<file path="src/rtl/bus_mux_arbiter.sv">
// rtl/bus_mux_arbiter.sv - two-into-one valid/ready stream merger with round-robin grant
// Each output word is tagged with sel (1 = i1, 0 = i2) so a downstream demux can split it back.
module bus_mux_arbiter #(
  parameter int w  = 8,
  parameter int cw = 8
) (
  input  logic          clk,
  input  logic          rst,
  input  logic [w-1:0]  i1,
  input  logic          i1_valid,
  output logic          i1_ready,
  input  logic [w-1:0]  i2,
  input  logic          i2_valid,
  output logic          i2_ready,
  output logic [w-1:0]  o,
  output logic          sel,
  output logic          o_valid,
  input  logic          o_ready,
  output logic [cw-1:0] cnt1,
  output logic [cw-1:0] cnt2
);

  typedef enum logic {
    EMPTY = 1'b0,
    FULL  = 1'b1
  } state_t;

  state_t state, state_nxt;
  logic   last;
  logic   accept;
  logic   g1;
  logic   g2;

  always_ff @(posedge clk or posedge rst) begin
    if (rst) state <= EMPTY;
    else     state <= state_nxt;
  end

  // Grants are masked by rst so nothing handshakes while reset is held.
  always_comb begin
    accept    = (state == EMPTY) | o_ready;
    g1        = !rst & accept & i1_valid & (!i2_valid | !last);
    g2        = !rst & accept & i2_valid & !g1;
    state_nxt = state;
    case (state)
      EMPTY:   if (g1 | g2)            state_nxt = FULL;
      FULL:    if (o_ready & !(g1 | g2)) state_nxt = EMPTY;
      default: state_nxt = EMPTY;
    endcase
  end

  always_comb begin
    o_valid  = (state == FULL);
    i1_ready = g1;
    i2_ready = g2;
  end

  // last points at the channel served most recently; the other one wins contention.
  always_ff @(posedge clk or posedge rst) begin
    if (rst) begin
      o    <= '0;
      sel  <= 1'b0;
      last <= 1'b0;
      cnt1 <= '0;
      cnt2 <= '0;
    end else if (g1) begin
      o    <= i1;
      sel  <= 1'b1;
      last <= 1'b1;
      cnt1 <= cnt1 + {{(cw-1){1'b0}}, 1'b1};
    end else if (g2) begin
      o    <= i2;
      sel  <= 1'b0;
      last <= 1'b0;
      cnt2 <= cnt2 + {{(cw-1){1'b0}}, 1'b1};
    end
  end

endmodule

</file>
<file path="config.mk">
export PLATFORM = sky130hd
export DESIGN_NAME = bus_mux_arbiter
export DESIGN_NICKNAME = d
export VERILOG_FILES = /design/src/rtl/bus_mux_arbiter.sv
export SDC_FILE = /design/constraint.sdc
export NUM_CORES = 1
export LEC_CHECK = 0
export ABC_CLOCK_PERIOD_IN_PS = 1430
export BUFFER_PORTS_ARGS = -buffer_cell sky130_fd_sc_hd__buf_4
export CORE_ASPECT_RATIO = 1.75
export CORE_MARGIN = 3
export CORE_UTILIZATION = 42
export CTS_CLUSTER_SIZE = 12
export DETAILED_ROUTE_END_ITERATION = 8
export HOLD_SLACK_MARGIN = 0.08
export PLACE_DENSITY = 0.82
export SLEW_MARGIN = 10
export SYNTH_ARGS = -nofsm -noshare
export SYNTH_HDL_FRONTEND = slang
export SYNTH_SLANG_ARGS = --single-unit
</file>
<file path="constraint.sdc">
create_clock -name clk -period 1.43 [get_ports clk]
set_input_delay 0.143 -clock clk [delete_from_list [all_inputs] [get_ports clk]]
set_output_delay 0.143 -clock clk [all_outputs]
set_load 0.05 [all_outputs]
</file>
# Word-level counts from Yosys, hierarchy flattened
# Cells that the tools add are included.
[word_totals]
regBits = 26
inputBits = 21
out_inout_bits = 28
word_cells = 32
[classes]
add_sub_neg = 2
mux = 7
bitwise = 11
reduce_logical = 7
[ops]
columns = ["cell", "count"]
rows = [
  ["$add A8 B1 Y8 const B", 2],
  ["$mux W8", 2],
  ["$and A1 B1 Y1", 6],
  ["$logic_not A1 Y1", 5],
  ["$mux W1", 4],
  ["$or A1 B1 Y1", 3],
  ["$not A1 Y1", 2],
  ["$pmux W1 S2", 1],
  ["$reduce_and A2 Y1", 1],
  ["$reduce_bool A2 Y1", 1],
]

# Longest topological paths before layout
[logic_depth]
depth_word = 12
ltp_mapped = 7

# Worst setup path after synthesis
# No wires, ideal clock.
[synth_timing]
path_type = "input -> register"
from = "input port rst"
to = "register cnt2[1]"
setup_time_ns = 0.125
t_arrival_ns = 1.688
required_time_ns = 1.305
slack_ns = -0.383
cell_stages = 4
path_buffers = 1
cell_sequence = "clkinv_1 > o2111a_1 > buf_4 > mux2_4"
[synth_via]
elab_chain_len = 7
word_cells_on_any_way = 9
classes_between = "6 x bitwise; 3 x reduce/logical"
[synth_rtl]
columns = ["item", "line_no", "text"]
rows = [
  ["from (decl)", "8", "input logic rst,"],
  ["$logic_not A1 Y1 (no source line) *", "n/a", ""],
  ["$and A1 B1 Y1 *", "42, 43", ""],
  ["$and A1 B1 Y1 (2 in series)", "42", "g1 = !rst & accept & i1_valid & (!i2_valid | !last);"],
  ["$logic_not A1 Y1", "43", "g2 = !rst & accept & i2_valid & !g1;"],
  ["$and A1 B1 Y1 *", "43", ""],
  ["net i2_ready", "14", "output logic i2_ready,"],
  ["$reduce_and A2 Y1 (no source line) *", "n/a", ""],
  ["to (signal assigned)", "75", "cnt2 <= cnt2 + {{(cw-1){1'b0}}, 1'b1};"],
  ["to (decl)", "20", "output logic [cw-1:0] cnt2"],
]
# Mark *: on every way through the listed nets, which the timed path passes. The rest lies on a longest branch.
# A chain may end at the register's enable or synchronous reset.

==> results.py <==
metrics = {
    "clock_network": {
        "tritoncts": "done",
        "clockBufferDepth": 2,
        "cts_num_sinks": 26,
        "htreeDepth": 1,
        "cts-root-buf": "clkbuf_8",
        "clk_pin_slew_ns": 0.10,
        "cts_buffers": 3,
        "clk_latency_ns": 0.28,
    },
    "global_route": {
        "grt_use_total_pct": 19.1,
        "antenna_found_initial": 0,
        "grt_start_max_net_pins": 17,
        "grt_remaining_overflow": 0,
        "grt_pass1_vias": 1034,
        "grt_first_pass_wirelength_um": 5070,
    },
    "placement": {
        "place.gp.congestion": 0.781,
        "hpwl_um": 2280,
        "port_buffers": 48,
    },
    "worst_setup_path": {
        "critPathLaunchType": "register",
        "r2r_start": "sel$_DFFE_PP0P_",
        "critPathKind": "reg -> out",
        "rrSetupSlack_ns": 0.10,
        "critPathBufInv": 2,
        "cp.depth": 4,
        "crit_family": "flip-flops",
        "slowest_delay_ns": 0.45,
        "crit_fanout": 5,
        "crit_arrival_ns": 1.21,
        "end_kind": "output pin",
        "crit_chain": "nand2_2 -> nand4_4 -> inv_6 -> buf_6",
        "r2r_end": "cnt1[6]$_DFFE_PP0N_",
        "reg2reg_depth": 4,
        "cp_slowest_cell": "dfrtp_2",
        "worstPathRequired_ns": 1.29,
    },
    "sta": {
        "hold_viol_final": 0,
        "min_period_over_period_pct": 94.9,
        "worst_hold_slack_ns": 0.0972,
        "tightest_slew_ns": 0.695,
        "maxSlewViolCount": 0,
        "setup_viol": 0,
        "slew_headroom_pct": 53.5,
        "min_period_ns": 1.36,
        "tns_ns": 0,
        "rsz0062_at_grt": "no",
        "timing.fmax_mhz": 737,
        "fin_skew_ns": 0.00609,
    },
    "worst_hold_path": {
        "min_to": "o[1]$_DFFE_PP0P_",
        "worstHoldPathType": "in -> reg",
        "worstHoldStart": "i2[1]",
        "hold_depth": 3,
    },
    "yosys": {
        "synthArstFlopShare_pct": 100,
        "synth_top_area_share_pct": 53.6,
        "synth.area.top_cells": "dfrtp_1 (54%), xnor2_1 (7.9%), a21oi_1 (6.6%)",
        "synth-seq-cells": 26,
        "synth-seq-area-share_pct": 53.6,
        "synth_cells": 115,
        "syn_area_um2": 1210,
        "synthesis.area_per_instance_um2": 10.6,
        "syn_nets": 138,
        "synth.most_common_cell": "dfrtp_1",
        "ys_types": 29,
        "yosys_warnings": 0,
        "synth_top_flop_cell": "dfrtp_1",
        "synth-edff-count": 0,
        "yosys-top-cells-count": "dfrtp_1 (26), a21oi_1 (16), nand2_1 (15)",
        "synth_top_area_cell": "dfrtp_1",
    },
    "layout": {
        "area_growth_pct": 45.6,
        "drive_gt1_share_pct": 45.4,
        "diodes": 0,
        "fillCellCount": 223,
        "multi_input_area_um2": 528,
        "nNetsFinal": 198,
        "final-seq-area_um2": 656,
    },
    "power": {
        "power_density_nw_per_um2": 1860,
        "vdd_drop_max_mv": 1.33,
        "p_leak_nw": 0.870,
    },
    "detailed_routing": {
        "wl_per_cell_um": 15.4,
        "drc": 0,
        "drtIter0Drc": 15,
        "ant_nets": 0,
        "totalWireLength_um": 3090,
        "dr_total_vias": 1071,
        "firstDrtPassIters": 4,
        "vias_per_cell": 5.33,
    },
    "flow_run": {
        "cap_violations": 0,
    },
    "die": {
        "fp.dieH_um": 77.2,
        "start_util_pct": 44.6,
        "io_pins": 49,
        "die-area_um2": 3600,
        "die_w_um": 46.7,
        "core.rowCount": 25,
        "core-area_um2": 2720,
    },
    "run_status": {
        "status": "finished clean",
    },
}
[how the worst max path moves through the flow]
| stage | from | end |
|---|---|---|
| 2_1_floorplan | o_valid$_DFF_PP0_ | cnt2[1]$_DFFE_PP0P_ |
| 3_3_place_gp | o_valid$_DFF_PP0_ | cnt2[1]$_DFFE_PP0P_ |
| 3_5_place_dp | o_valid$_DFF_PP0_ | cnt2[1]$_DFFE_PP0P_ |
| 4_1_cts | o_valid$_DFF_PP0_ | i2_ready |
| 5_1_grt | sel$_DFFE_PP0P_ | i1_ready |
| 6_report | sel$_DFFE_PP0P_ | i1_ready |
[through the flow]
stage / utilization, % / std cells / power, mW / cell area [um^2] / setup slack, ns
final: 65.0 / 201 / 3.29 / 1770 / 0.0734
after global placement: 59.9 / 191 / 2.61 / 1630 / 0.0528
after detailed placement: 59.9 / 191 / 2.65 / 1630 / 0.00913
after global routing: 65.0 / 201 / 3.44 / 1770 / 0.0283
after floorplan: - / 115 / 2.14 / 1240 / -0.117
after CTS: 64.3 / 200 / 3.28 / 1750 / 0.0127
[layout make-up]
type / instances / share of cell area [%]
clock buffer: 3 / 2.33
clock inverter: 1 / 1.70
inverter: 4 / 1.20
multi-input combinational: 80 / 29.8
sequential: 26 / 37.1
tap: 27 / 1.91
timing repair buffer: 60 / 26.0
[state kept, by name, summed over array words and instances, names as in the netlist]
name / count
cnt1: 8
cnt2: 8
o: 8
o_valid: 1
sel: 1
[worst register-to-register path, stage by stage (launching register included)]
cell,delay [ns]
dfrtp_2,0.45
nand2_2,0.09
nand4_4,0.15
or3_4,0.40
xnor2_2,0.13
[routing by layer]
| metal | global-route usage [%] | vias up | part of all wire (%) |
|---|---|---|---|
| met2 | 30.1 | 44 | 54 |
| met4 | 8.86 | 0 | 2.5 |
| li1 | - | 510 | - |
| met3 | 2.82 | 7 | 6.7 |
| met1 | 24.6 | 510 | 37 |
| met5 | 0 | - | 0 |
[power breakdown]
group          switching, mW  internal, mW
Clock                  0.246         0.375
Combinational           1.02         0.531
Sequential             0.191         0.928
[logic make-up after synthesis]
logic type               after synthesis  share of synthesized area (%)
AND/OR/NAND/NOR                       44                           19.5
flip-flops                            26                           53.6
AO/OA/AOI/OAI                         19                           8.75
adder cells (fa/ha/maj)                2                           2.06
buffers and inverters                  9                           4.22
multiplexers                           1                           1.24
XOR/XNOR                              14                           10.7
[layout by cell type (no fill, tap or decap), types with 2 or more instances in the layout]
cell / synthesis / layout
buf_4: 2 / 57
dfrtp_1: 26 / 22
a21oi_1: 16 / 16
nand2_1: 15 / 13
xnor2_1: 11 / 11
nor2_1: 8 / 8
nand4_1: 5 / 5
nand3_1: 5 / 5
dfrtp_2: 0 / 4
clkbuf_8: 0 / 3
nand2_2: 0 / 2
xor2_1: 2 / 2
inv_1: 2 / 2
and2_1: 2 / 2
ha_1: 2 / 2
dlygate4sd3_1: 0 / 2
[repair_timing]
action	CTS	global route
gates resized for setup	3	3
setup buffers	3	1
hold buffers	2	0
pin swaps	1	0
endpoints found under the hold margin	26	0
setup endpoints to repair	3	10
Note: power is estimated with default switching activity, not from simulation.
